## config.mk

```make
export PLATFORM = sky130hd
export DESIGN_NAME = mbledhesi_sekuencial_flat
export DESIGN_NICKNAME = d
export VERILOG_FILES = /design/src/rtl/mbledhesi_sekuencial_if.sv /design/src/rtl/mbledhesi_sekuencial.sv /design/src/flat_wrapper.sv
export SDC_FILE = /design/constraint.sdc
export NUM_CORES = 1
export LEC_CHECK = 0
export CORE_ASPECT_RATIO = 0.7
export CORE_MARGIN = 8
export CORE_UTILIZATION = 47
export CTS_CLUSTER_DIAMETER = 150
export DETAILED_ROUTE_END_ITERATION = 8
export PLACE_DENSITY = 0.77
export SYNTH_ARGS = -nofsm -noshare
export SYNTH_HDL_FRONTEND = slang
export SYNTH_SLANG_ARGS = --single-unit
```

## constraint.sdc

```tcl
create_clock -name clk -period 2.6 [get_ports clk]
set_input_delay 0.78 -clock clk [delete_from_list [all_inputs] [get_ports clk]]
set_output_delay 0.78 -clock clk [all_outputs]
set_load 0.03 [all_outputs]
```

## src/rtl/mbledhesi_sekuencial_if.sv

```systemverilog
// Operand/result bundle for the sequential adder/subtractor.
// A request is accepted on a rising edge where start=1 and ready=1; done then pulses for one cycle with result/flags valid.
interface mbledhesi_sekuencial_if #(
  parameter int WIDTH = 16
);
  logic             start;
  logic             sub;
  logic [WIDTH-1:0] a;
  logic [WIDTH-1:0] b;
  logic             ready;
  logic             done;
  logic [WIDTH-1:0] result;
  logic             carry_out;
  logic             overflow;
  logic             zero;

  modport master (
    output start, sub, a, b,
    input  ready, done, result, carry_out, overflow, zero
  );

  modport slave (
    input  start, sub, a, b,
    output ready, done, result, carry_out, overflow, zero
  );
endinterface

```

## src/rtl/mbledhesi_sekuencial.sv

```systemverilog
// Multi-cycle adder/subtractor: one SLICE-bit chunk per clock, LSB first.
// Optional result saturation on signed overflow: define MBLEDHESI_SAT_EN.
module mbledhesi_sekuencial #(
  parameter int WIDTH = 16,
  parameter int SLICE = 4
) (
  input  logic                  clk,
  input  logic                  rst,
  mbledhesi_sekuencial_if.slave bus,
  output logic [1:0]            dbg_state
);

  localparam int N  = WIDTH / SLICE;
  localparam int CW = (N > 1) ? $clog2(N) : 1;

  typedef enum logic [1:0] {
    S_IDLE = 2'd0,
    S_RUN  = 2'd1,
    S_DONE = 2'd2
  } state_t;

  state_t state;
  state_t state_nx;

  logic [WIDTH-1:0] op_a;
  logic [WIDTH-1:0] op_b;
  logic             carry;
  logic             a_msb;
  logic             b_msb;
  logic [WIDTH-1:0] sum_sh;
  logic [CW-1:0]    cnt;

  logic             last;
  logic [SLICE:0]   chunk;
  logic [WIDTH+SLICE-1:0] sum_cat;
  logic [WIDTH-1:0] sum_nx;
  logic             ovf_nx;
  logic [WIDTH-1:0] res_nx;

  always_ff @(posedge clk or posedge rst) begin
    if (rst) state <= S_IDLE;
    else     state <= state_nx;
  end

  always_comb begin
    state_nx = state;
    case (state)
      S_IDLE:  if (bus.start) state_nx = S_RUN;
      S_RUN:   if (last)      state_nx = S_DONE;
      S_DONE:                 state_nx = S_IDLE;
      default:                state_nx = S_IDLE;
    endcase
  end

  always_comb begin
    bus.ready = (state == S_IDLE);
    bus.done  = (state == S_DONE);
    dbg_state = state;
  end

  assign last    = (cnt == CW'(N - 1));
  assign chunk   = {1'b0, op_a[SLICE-1:0]} + {1'b0, op_b[SLICE-1:0]} + {{SLICE{1'b0}}, carry};
  // New chunk enters at the top; after N shifts the LSB chunk has reached bit 0.
  assign sum_cat = {chunk[SLICE-1:0], sum_sh};
  assign sum_nx  = sum_cat[WIDTH+SLICE-1:SLICE];
  assign ovf_nx  = (a_msb == b_msb) && (sum_nx[WIDTH-1] != a_msb);

`ifdef MBLEDHESI_SAT_EN
  always_comb begin
    res_nx = sum_nx;
    if (ovf_nx) res_nx = a_msb ? {1'b1, {(WIDTH-1){1'b0}}} : {1'b0, {(WIDTH-1){1'b1}}};
  end
`else
  assign res_nx = sum_nx;
`endif

  always_ff @(posedge clk or posedge rst) begin
    if (rst) begin
      op_a          <= '0;
      op_b          <= '0;
      carry         <= 1'b0;
      a_msb         <= 1'b0;
      b_msb         <= 1'b0;
      sum_sh        <= '0;
      cnt           <= '0;
      bus.result    <= '0;
      bus.carry_out <= 1'b0;
      bus.overflow  <= 1'b0;
      bus.zero      <= 1'b0;
    end else begin
      if (state == S_IDLE && bus.start) begin
        // Subtraction is A + ~B + 1: invert B here, the +1 rides in as the initial carry.
        op_a   <= bus.a;
        op_b   <= bus.b ^ {WIDTH{bus.sub}};
        carry  <= bus.sub;
        a_msb  <= bus.a[WIDTH-1];
        b_msb  <= bus.b[WIDTH-1] ^ bus.sub;
        sum_sh <= '0;
        cnt    <= '0;
      end else if (state == S_RUN) begin
        op_a   <= op_a >> SLICE;
        op_b   <= op_b >> SLICE;
        carry  <= chunk[SLICE];
        sum_sh <= sum_nx;
        cnt    <= cnt + CW'(1);
        if (last) begin
          bus.result    <= res_nx;
          bus.carry_out <= chunk[SLICE];
          bus.overflow  <= ovf_nx;
          bus.zero      <= (res_nx == '0);
        end
      end
    end
  end

endmodule

```

## src/flat_wrapper.sv

```systemverilog
// flat-port wrapper written by rule: the top's interface ports become plain ports
module mbledhesi_sekuencial_flat 
#(
  parameter int WIDTH = 16,
  parameter int SLICE = 4
)
  (clk, rst, dbg_state, bus_start, bus_sub, bus_a, bus_b, bus_ready, bus_done, bus_result, bus_carry_out, bus_overflow, bus_zero);
  mbledhesi_sekuencial_if #(.WIDTH(WIDTH)) bus_i ();
  input  logic clk;
  input  logic rst;
  output logic [1:0] dbg_state;
  input wire logic [$bits(bus_i.start)-1:0] bus_start;
  input wire logic [$bits(bus_i.sub)-1:0] bus_sub;
  input wire logic [$bits(bus_i.a)-1:0] bus_a;
  input wire logic [$bits(bus_i.b)-1:0] bus_b;
  output wire logic [$bits(bus_i.ready)-1:0] bus_ready;
  output wire logic [$bits(bus_i.done)-1:0] bus_done;
  output wire logic [$bits(bus_i.result)-1:0] bus_result;
  output wire logic [$bits(bus_i.carry_out)-1:0] bus_carry_out;
  output wire logic [$bits(bus_i.overflow)-1:0] bus_overflow;
  output wire logic [$bits(bus_i.zero)-1:0] bus_zero;
  assign bus_i.start = bus_start;
  assign bus_i.sub = bus_sub;
  assign bus_i.a = bus_a;
  assign bus_i.b = bus_b;
  assign bus_ready = bus_i.ready;
  assign bus_done = bus_i.done;
  assign bus_result = bus_i.result;
  assign bus_carry_out = bus_i.carry_out;
  assign bus_overflow = bus_i.overflow;
  assign bus_zero = bus_i.zero;
  mbledhesi_sekuencial #(.WIDTH(WIDTH), .SLICE(SLICE)) u_core (.clk(clk), .rst(rst), .bus(bus_i), .dbg_state(dbg_state));
endmodule
```

==> results of run 1 <==
cell type report:
class / instances / area, sq um
repair buffers: 64 / 638
multi-input cells: 222 / 1310
inverters: 2 / 7.51
fillers: 568 / 2630
clock inverters: 1 / 5.00
flip-flops and latches: 70 / 1750
clock buffers: 13 / 169
well taps: 94 / 118
kinds of logic (layout without fill, tap and decap cells):
group	after synthesis	count (layout)	share of synthesized area
AO/OA/AOI/OAI	56	56	0.109
XOR/XNOR	18	18	0.0499
adder cells (fa/ha/maj)	6	6	0.0285
buffers and inverters	20	80	0.0333
flip-flops	70	70	0.554
multiplexers	15	15	0.0534
AND/OR/NAND/NOR	127	127	0.171
routing by layer:
metal,vias up,GRT usage
li1,1172,-
met1,1158,0.215
met2,95,0.219
met3,9,0.0695
met4,0,0.0397
met5,-,0
through the flow:
step | setup slack [ps] | util | power (W) | hold slack (ps) | instances
finish | 176 | 0.603 | 0.00506 | 480 | 466
CTS | 150 | 0.603 | 0.00509 | 486 | 466
global route | 87.0 | 0.603 | 0.00545 | 516 | 466
floorplan | 51.8 | - | 0.00354 | 446 | 312
detailed placement | 226 | 0.577 | 0.00430 | 468 | 452
global placement | 286 | 0.577 | 0.00422 | 460 | 452
power by group through the flow:
stage | clock [W] | sequential, W | combinational, W
finish | 0.000781 | 0.00194 | 0.00234
global route | 0.000840 | 0.00201 | 0.00260
CTS | 0.000793 | 0.00193 | 0.00236
detailed placement | 0 | 0.00195 | 0.00235
global placement | 0 | 0.00193 | 0.00229
floorplan | 0 | 0.00213 | 0.00141
critical path: stages (launching register included):
cell             delay, ps
dfrtp_1                450
nor2_1                 160
clkdlybuf4s50_1        690
how the worst max path moves through the flow:
stage	end	slack, ps	cells past startpoint
global placement	u_core.bus.zero	290	5
CTS	bus_ready	150	2
detailed placement	u_core.bus.zero	230	5
floorplan	u_core.a_msb	50	1
finish	bus_ready	180	2
global route	bus_ready	90	2
state kept, by name, indices dropped and copies added (netlist names), 2 cells and up:
| name | count |
|---|---|
| u_core.dbg_state | 2 |
| u_core.cnt | 2 |
| u_core.bus.result | 16 |
| u_core.sum_sh | 12 |
| u_core.op_b | 16 |
| u_core.op_a | 16 |
synth_stat cells, types with 2 or more instances:
| master | number | share of area |
|---|---|---|
| o21ai_0 | 23 | 0.036 |
| nor2_1 | 17 | 0.020 |
| mux2_1 | 3 | 0.011 |
| a22oi_1 | 12 | 0.029 |
| fa_1 | 2 | 0.013 |
| nand3_1 | 7 | 0.011 |
| nand2_1 | 90 | 0.11 |
| buf_4 | 2 | 0.0047 |
| a31oi_1 | 11 | 0.022 |
| a21oi_1 | 3 | 0.0047 |
| buf_2 | 12 | 0.019 |
| xor2_1 | 13 | 0.036 |
| nor4_1 | 2 | 0.0040 |
| clkbuf_1 | 3 | 0.0036 |
| mux2_2 | 12 | 0.043 |
| ha_1 | 4 | 0.016 |
| xnor2_1 | 5 | 0.014 |
| a21o_1 | 2 | 0.0047 |
| dfrtp_1 | 70 | 0.55 |
==> run metrics, run 1 <==
status finished, final reports clean; Via Count 2434; Hold EP u_core.bus.overflow; endpoints failing setup 0; sw frac 0.414; relative slew slack 0.571; crit path from u_core.dbg_state[1]; Hold Crit Class flip-flop to flip-flop; Layout area overhead 26.5%; worst slew pin tran 643 ps; largest net degree at the start of global routing 71; die footprint 9650 sq um; DP HPWL 4.87 mm; top sig layer met4; H-tree depth 3; WL met3 649 um; First-pass DRT Iterations 4; 1st-iter DRT viols 150; Post-Syn Area 3160 sq um; Routability Congestion 0.759; RR Startpoint u_core.carry; Initial Util 0.477; initial antenna violation count 0; Synth Warn # 0; fin nets 411; Clock Latency Late Sink 340 ps; Max clock buf depth 2; total clock buffers created by CTS 9; I/O pins 59; Clk network pwr share 0.154; worst hold start u_core.bus.overflow; NetSw 0.00209 W; WP data required 1820 ps; Setup TNS Final 0 ps; Max Fanout on Critical Path 6; max-slew violations 0; worst setup path class flip-flop to primary output; Root Driver clkbuf_8; cts hold-fix bufs 0; core area 6630 sq um; Peak VDD IR 0.767 mV; Std-Cell Rows 25; dpl cell area 3820 sq um; Fin. Hold Viols 0; Sequential Power Share 0.383; internal power 0.00297 W; minimum clock period 2420 ps; FF-to-FF setup slack 210 ps; worst r2r path cells 5; Worst-path clk slew 70 ps; clock sink count 70; leading cell type in the layout, fill and taps excluded nand2_1; antenna diode count 0; TritonCTS clock tree done; sequential share of the synthesized area 0.554; PortBufs 58; DRT Wirelength 7.10 mm; GRT overflow 0; DRC 0; fmax 0.413 GHz; Critical Path End Type primary output; Worst Skew 4.43 ps; postcts setup bufs 0; syn_nets 354; Hold Path Stages 2; Startpoint Class flip-flop; final period utilization 0.932; reg-to-reg critical path endpoint u_core.bus.zero; wl on met1 3.57 mm; Syn Inst Count 312; PD cells 1260 nW/um^2; async set-reset flop share out of synthesis 1.00; post-cts sizing count 0; maxcap violations 0; mean routed wirelength per cell 15.2 um; Die X 114 um; worst endpoint data arrival time 1640 ps; Leak Pwr 1.80 nW; final instance area 4000 sq um; ys flop type dfrtp_1; post-route ant nets 0; Via density 5.22; Comb power frac 0.463; Die Y 84.6 um; Yosys cell types 38; DR WL met2 2.82 mm; Post-synth EDFFs 0; number of global-route vias before repair 2466; fraction of layout cells with a size suffix above 1 0.102; most frequent cells in the layout 90 x nand2_1, 70 x dfrtp_1, 58 x clkdlybuf4s50_1, 23 x o21ai_0, 17 x nor2_1; gr usage total 0.157; first-pass GRT wire length 12.1 mm; syn_area_per_cell 10.1 sq um; flop and latch count out of synthesis 70; RSZ-0062 raised after global routing false
No activity file was read; power rests on OpenSTA's default activity.
==> inputs of run 2 (changes only) <==
- PLACE_DENSITY: 0.77 -> 0.74
- clock period: 2.6 -> 3.1 ns (I/O delays scaled with it)
==> run metrics, run 2 (synthesized netlist as in run 1, its figures left out) <==
clock sink count 70 (unchanged); Worst-path clk slew 70 ps (about the same); Clk network pwr share 0.184 (was 0.154); die footprint 9650 sq um (unchanged); Max clock buf depth 2 (unchanged); 1st-iter DRT viols 149 (was 150); Clock Latency Late Sink 340 ps (about the same); Via density 5.15 (was 5.22); postcts setup bufs 0 (unchanged); Via Count 2415 (was 2434); gr usage total 0.161 (was 0.157); H-tree depth 3 (unchanged); DP HPWL 4.98 mm (was 4.87 mm); DRT Wirelength 7.06 mm (was 7.10 mm); WP data required 2170 ps (was 1820 ps); minimum clock period 2590 ps; Die X 114 um (unchanged); maxcap violations 0 (unchanged); sw frac 0.409 (was 0.414); Root Driver clkbuf_8 (unchanged); dpl cell area 3830 sq um (was 3820 sq um); mean routed wirelength per cell 15.0 um (was 15.2 um); leading cell type in the layout, fill and taps excluded nand2_1 (unchanged); post-cts sizing count 0 (unchanged); Routability Congestion 0.799 (was 0.759); DRC 0 (unchanged); Die Y 84.6 um (unchanged); fraction of layout cells with a size suffix above 1 0.112 (was 0.102); I/O pins 59 (unchanged); relative slew slack 0.587 (was 0.571); Worst Skew 4.70 ps (was 4.43 ps); worst slew pin tran 619 ps (was 643 ps); number of global-route vias before repair 2496 (was 2466); Hold Crit Class flip-flop to flip-flop (unchanged); number of fill cells 556 (was 568); Startpoint Class flip-flop (unchanged); Fin. Hold Viols 0 (unchanged); First-pass DRT Iterations 4 (unchanged); Hold Path Stages 2 (unchanged); final period utilization 0.836; antenna diode count 0 (unchanged); Critical Path End Type primary output (unchanged); status finished, final reports clean (unchanged); CP Depth 2 (unchanged); Comb power frac 0.446 (was 0.463); Layout area overhead 28.3% (was 26.5%); most frequent cells in the layout 90 x nand2_1, 70 x dfrtp_1, 58 x clkdlybuf4s50_1, 23 x o21ai_0, 17 x nor2_1 (unchanged); fmax 0.386 GHz; TritonCTS clock tree done (unchanged); GRT overflow 0 (unchanged); Std-Cell Rows 25 (unchanged); final instance area 4050 sq um (was 4000 sq um); CP max stage delay 680 ps (was 690 ps); total clock buffers created by CTS 9 (unchanged); worst endpoint data arrival time 1660 ps (was 1640 ps); worst r2r path cells 5 (unchanged); Worst Path Buf+Inv 1 (unchanged); max-slew violations 0 (unchanged); Register Area 1750 sq um (unchanged); initial antenna violation count 0 (unchanged); internal power 0.00259 W (was 0.00297 W); fin nets 412 (was 411); Regs by FF count u_core.bus.result x16, u_core.op_a x16, u_core.op_b x16 (unchanged); PortBufs 58 (unchanged); core area 6630 sq um (unchanged); PD cells 1080 nW/um^2 (was 1260 nW/um^2); multi-input logic area 1310 sq um (unchanged); Sequential Power Share 0.371 (was 0.383); largest net degree at the start of global routing 41 (was 71); cts hold-fix bufs 0 (unchanged); endpoints failing setup 0 (unchanged); Initial Util 0.477 (unchanged); Leak Pwr 1.81 nW (was 1.80 nW); post-route ant nets 0 (unchanged); worst setup path class flip-flop to primary output (unchanged); Setup TNS Final 0 ps (unchanged); worst-path cell chain nor2b_1 -> clkdlybuf4s50_1 (was nor2_1 -> clkdlybuf4s50_1); Layout Utilization 0.611 (was 0.603); NetSw 0.00179 W (was 0.00209 W); Max Fanout on Critical Path 6 (unchanged); CP top delay family buffers and inverters (unchanged); RSZ-0062 raised after global routing false (unchanged); first-pass GRT wire length 12.5 mm (was 12.1 mm); Peak VDD IR 0.855 mV (was 0.767 mV); CP max stage cell clkdlybuf4s50_1 (unchanged)
run 2: path summary, 6_finish.rpt:
path / startpoint / end / slack (ps)
worst max-delay path: u_core.dbg_state[1] / bus_done / 510
worst min-delay path: u_core.bus.carry_out / u_core.bus.carry_out / 480
worst max register to register: u_core.carry / u_core.bus.zero / 730
worst min register to register: u_core.bus.carry_out / u_core.bus.carry_out / 480
max in group asynchronous: rst / u_core.bus.result[3] / 1470
min in group asynchronous: rst / u_core.dbg_state[1] / 960
run 2: power by group through the flow:
stage	Sequential (W)	Combinational [W]	Clock (W)
6_report	0.00162	0.00195	0.000805
5_1_grt	0.00168	0.00220	0.000874
4_1_cts	0.00162	0.00198	0.000822
3_5_place_dp	0.00163	0.00197	0
3_3_place_gp	0.00162	0.00192	0
2_1_floorplan	0.00179	0.00118	0
run 2: final cells by class:
class,count,share of cell area
Multi-Input combinational cell,222,0.323
Timing Repair Buffer,65,0.159
Inverter,2,0.00185
Tap cell,94,0.0290
Clock buffer,9,0.0306
Clock inverter,7,0.0241
Sequential cell,70,0.432
run 2: worst register-to-register path: cells and delay by family, from the launching register on:
kind,cells,cell delay (ps)
DFF,1,410
AOI/OAI and AO/OA,1,190
adders and majority gates,2,950
and+or+nand+nor,2,770
run 2: metal layers:
metal,wire (um),track usage,vias to the layer above
met1,3480,0.229,1150
met2,2860,0.226,87
met5,0,0,-
met3,662,0.0602,5
li1,-,-,1173
met4,51,0.0361,0
run 2: per-stage QoR:
| stage | instances | worst slack (ps) | power, W | hold slack [ps] |
|---|---|---|---|---|
| after global placement | 453 | 767 | 0.00354 | 462 |
| final | 469 | 509 | 0.00438 | 484 |
| after global routing | 469 | 418 | 0.00475 | 493 |
| after floorplan | 312 | 402 | 0.00297 | 446 |
| after detailed placement | 453 | 724 | 0.00360 | 469 |
| after CTS | 469 | 496 | 0.00442 | 486 |
==> inputs of run 3 (changes only) <==
- clock period: 3.1 -> 2.41 ns (I/O delays scaled with it)
==> run metrics, run 3 (synthesized netlist as in run 1, its figures left out) <==
Setup WS post-layout 120 ps (was 509 ps); Layout Cells excl Fill 472 (was 469); worst endpoint data arrival time 2580 ps (was 1660 ps); Die Y 84.6 um (unchanged); relative slew slack 0.582 (was 0.587); DRT Wirelength 7.41 mm (was 7.06 mm); leading cell type in the layout, fill and taps excluded nand2_1 (unchanged); First-pass DRT Iterations 4 (unchanged); max-slew violations 0 (unchanged); worst slew pin tran 627 ps (was 619 ps); Setup WS pre-CTS -8.68 ps (was 724 ps); Via density 5.12 (was 5.15); fraction of layout cells with a size suffix above 1 0.124 (was 0.112); number of global-route vias before repair 2441 (was 2496); Peak VDD IR 0.905 mV (was 0.855 mV); total clock buffers created by CTS 9 (unchanged); worst r2r path cells 5 (unchanged); Worst Skew 8.98 ps (was 4.70 ps); I/O pins 59 (unchanged); RR Startpoint u_core.op_a[0] (was u_core.carry); Regs by FF count u_core.bus.result x16, u_core.op_a x16, u_core.op_b x16 (unchanged); Critical Path End Type flip-flop (was primary output); initial antenna violation count 0 (unchanged); FF-to-FF setup slack 120 ps (was 730 ps); Worst-path clk slew 80 ps (was 70 ps); Max clock buf depth 2 (unchanged); clock sink count 70 (unchanged); Via Count 2415 (unchanged); Layout area overhead 30.2% (was 28.3%); RSZ-0062 raised after global routing false (unchanged); most frequent cells in the layout 90 x nand2_1, 70 x dfrtp_1, 56 x clkdlybuf4s50_1, 23 x o21ai_0, 17 x nor2_1 (was 90 x nand2_1, 70 x dfrtp_1, 58 x clkdlybuf4s50_1, 23 x o21ai_0, 17 x nor2_1); PD cells 1400 nW/um^2 (was 1080 nW/um^2); gr usage total 0.164 (was 0.161); Hold Path Stages 2 (unchanged); status finished, final reports clean (unchanged); DRC 0 (unchanged); PortBufs 58 (unchanged); Initial Util 0.477 (unchanged); Routability Congestion 0.763 (was 0.799); fmax 0.437 GHz; first-pass GRT wire length 12.5 mm (about the same); Fin. Hold Viols 0 (unchanged); endpoints failing setup 0 (unchanged); Hold EP u_core.op_a[5] (was u_core.bus.carry_out); Hold Crit Class flip-flop to flip-flop (unchanged); Tot Pwr 0.00577 W (was 0.00438 W); Max Fanout on Critical Path 3 (was 6); Std-Cell Rows 25 (unchanged); worst hold start u_core.op_a[5] (was u_core.bus.carry_out); DP HPWL 5.10 mm (was 4.98 mm); post-route ant nets 0 (unchanged); 1st-iter DRT viols 154 (was 149); Root Driver clkbuf_8 (unchanged); TritonCTS clock tree done (unchanged); maxcap violations 0 (unchanged); placed cells 456 (was 453); GRT overflow 0 (unchanged); mean routed wirelength per cell 15.7 um (was 15.0 um); core area 6630 sq um (unchanged); Setup TNS Final 0 ps (unchanged); fin nets 415 (was 412); reg-to-reg critical path endpoint u_core.bus.zero (unchanged); minimum clock period 2290 ps; antenna diode count 0 (unchanged); die footprint 9650 sq um (unchanged); WP data required 2700 ps (was 2170 ps); crit path from u_core.op_a[0] (was u_core.dbg_state[1]); Die X 114 um (unchanged); largest net degree at the start of global routing 39 (was 41); Startpoint Class flip-flop (unchanged); H-tree depth 3 (unchanged); Leak Pwr 1.86 nW (was 1.81 nW); Clock Latency Late Sink 350 ps (was 340 ps); final period utilization 0.950; worst setup path class flip-flop to flip-flop (was flip-flop to primary output)
## run 3: worst max-delay path, cell delays in order, from the launching register on
cell and delay (ps):
dfrtp_1 410, fa_2 410, fa_1 500, or4_4 580
nor4_4 150, a32o_1 200
## run 3: worst max-delay path by stage
stage                      end  depth (start not counted)
4_1_cts              bus_ready                          2
3_3_place_gp   u_core.bus.zero                          5
6_report       u_core.bus.zero                          5
3_5_place_dp   u_core.bus.zero                          5
5_1_grt        u_core.bus.zero                          5
2_1_floorplan  u_core.bus.zero                          5
## run 3: metal layers
| metal | share of wire | vias up | GRT usage |
|---|---|---|---|
| met5 | 0 | - | 0 |
| met4 | 0.0085 | 0 | 0.0397 |
| met3 | 0.069 | 8 | 0.0688 |
| met2 | 0.43 | 74 | 0.221 |
| met1 | 0.50 | 1157 | 0.233 |
| li1 | - | 1176 | - |
## run 3: area by class of cell
type,instances,area (sq um)
inverters,2,11.3
well taps,94,118
repair buffers,68,686
clock inverters,6,85.1
clock buffers,10,138
multi-input cells,222,1330
fillers,576,2520
flip-flops and latches,70,1750
## run 3: power by group
group	switching, W	total, W	leakage, nW	internal, W
registers	0.000390	0.00210	0.879	0.00171
clock network	0.000448	0.00105	0.108	0.000607
logic	0.00153	0.00261	0.875	0.00109
total	0.00237	0.00577	1.86	0.00341
## run 3: through the flow
stage          cell area [sq um]  hold WS, ps  utilization
2_1_floorplan               3160          446            -
3_3_place_gp                3870          461        0.584
3_5_place_dp                3870          464        0.584
4_1_cts                     4100          484        0.618
5_1_grt                     4110          515        0.620
6_report                    4110          483        0.620
## run 3: timing repair
action | in CTS | in global routing
hold buffers | 0 | 0
setup endpoints to repair | 1 | 3
buffers inserted | 0 | 0
gates resized for setup | 2 | 3
pin swaps | 1 | 5
==> RTL edit: new RTL, config.mk and constraints of run 1 <==
Build with the macro `MBLEDHESI_SAT_EN` defined.
--- a/src/rtl/mbledhesi_sekuencial.sv
+++ b/src/rtl/mbledhesi_sekuencial.sv
@@ -1,4 +1,6 @@
 // Multi-cycle adder/subtractor: one SLICE-bit chunk per clock, LSB first.
 // Optional result saturation on signed overflow: define MBLEDHESI_SAT_EN.
+`define MBLEDHESI_SAT_EN
+
 module mbledhesi_sekuencial #(
   parameter int WIDTH = 16,
Behaviour: not the same (Yosys sat finds a counterexample within 10 cycles, from zero or initial values and one cycle with rst high).
==> RTL edit against run 1 <==
- combinational power increased by 12%
- wire length increased by 13%
- power increased by 11%
- utilization increased by 1.5 points
- worst hold slack improved by 1.8 ps
- design area increased by 3.9%
- register-to-register slack improved by 50 ps
- critical path depth unchanged
- sequential cell count unchanged
- setup slack got worse by 63 ps
- area after synthesis increased by 3.0%
==> RTL edit: results (changes against run 1) <==
stage,metric,value,unit,change
placement,gp_congestion,0.8418,,+11%
layout,buffers,65,,+1.6%
yosys,synthTopCellsByCount,"70 x dfrtp_1, 63 x nand2_1, 33 x nor2_1",,
power,power_frac_comb,46.8,%,+0.5 points
detailed_routing,routed-wl-met2,3495,um,+24%
grt,grt_pass1_vias,2518,,+2.1%
yosys,synth_fp_nets,373,,+5.4%
timing,slew_headroom,30.84,%,-26 points
yosys,synth.area.top_cells,"dfrtp_1 54%, nand2_1 7.3%, xnor2_1 4.3%, a221o_1 4.0%, nor2_1 3.8%",,
yosys,synth_compound_area_share,16.37,%,+5.4 points
power,clk-power,0.00104,W,+33%
layout,nonClockInverterCount,7,,+5
detailed_routing,wl,8002,um,+13%
timing,finClkSkew,12.20,ps,+7.763 ps
yosys,synth_xor_area_share,4.572,%,-0.42 points
layout,clkCellAreaFrac,5.539,%,+1.2 points
power,peakVddDrop,516.4,uV,-33%
layout,fillers,558,,-1.8%
power,switching_share,41.47,%,+0.092 points
timing,setup_ws,113.2,ps,-62.57 ps
yosys,yosys.cell_types.count,44,,+16%
layout,multi_input_gates,233,,+5.0%
layout,utilization,61.80,%,+1.5 points
outcome,outcome,finished clean,,
placement,placedInstanceArea,0.003926,mm2,+2.6%
yosys,yosysSeqAreaShare,53.78,%,-1.6 points
grt,gr-usage-all-layers,16.59,%,+0.88 points
layout,drive_above_1_share,7.928,%,-2.3 points
placement,dp_slack,-12.96,ps,-238.7 ps
critical_path,arrival,1710,ps,+70 ps
grt,grtUsageMet1,22.93,%,+1.4 points
## RTL edit: cell types whose count changed in the layout (fill, tap and decap cells not counted), moves of 14 or more
cell / before / now
a21oi_1: 3 / 17
nand2_1: 90 / 63
nor2_1: 17 / 33
o21ai_0: 23 / 4
o21ai_1: 1 / 20
## RTL edit: worst paths after layout
check,from,end,cells past startpoint
worst max-delay path,u_core.dbg_state[0]$_DFFE_PP0P_,bus_ready,2
worst min-delay path,u_core.op_a[6]$_DFFE_PP0P_,u_core.op_a[6]$_DFFE_PP0P_,2
worst max register to register,u_core.carry$_DFFE_PP0P_,u_core.bus.result[5]$_DFFE_PP0P_,6
worst min register to register,u_core.op_a[6]$_DFFE_PP0P_,u_core.op_a[6]$_DFFE_PP0P_,2
max in group asynchronous,rst,u_core.dbg_state[1]$_DFFE_PP0P_,3
min in group asynchronous,rst,u_core.bus.carry_out$_DFFE_PP0P_,3
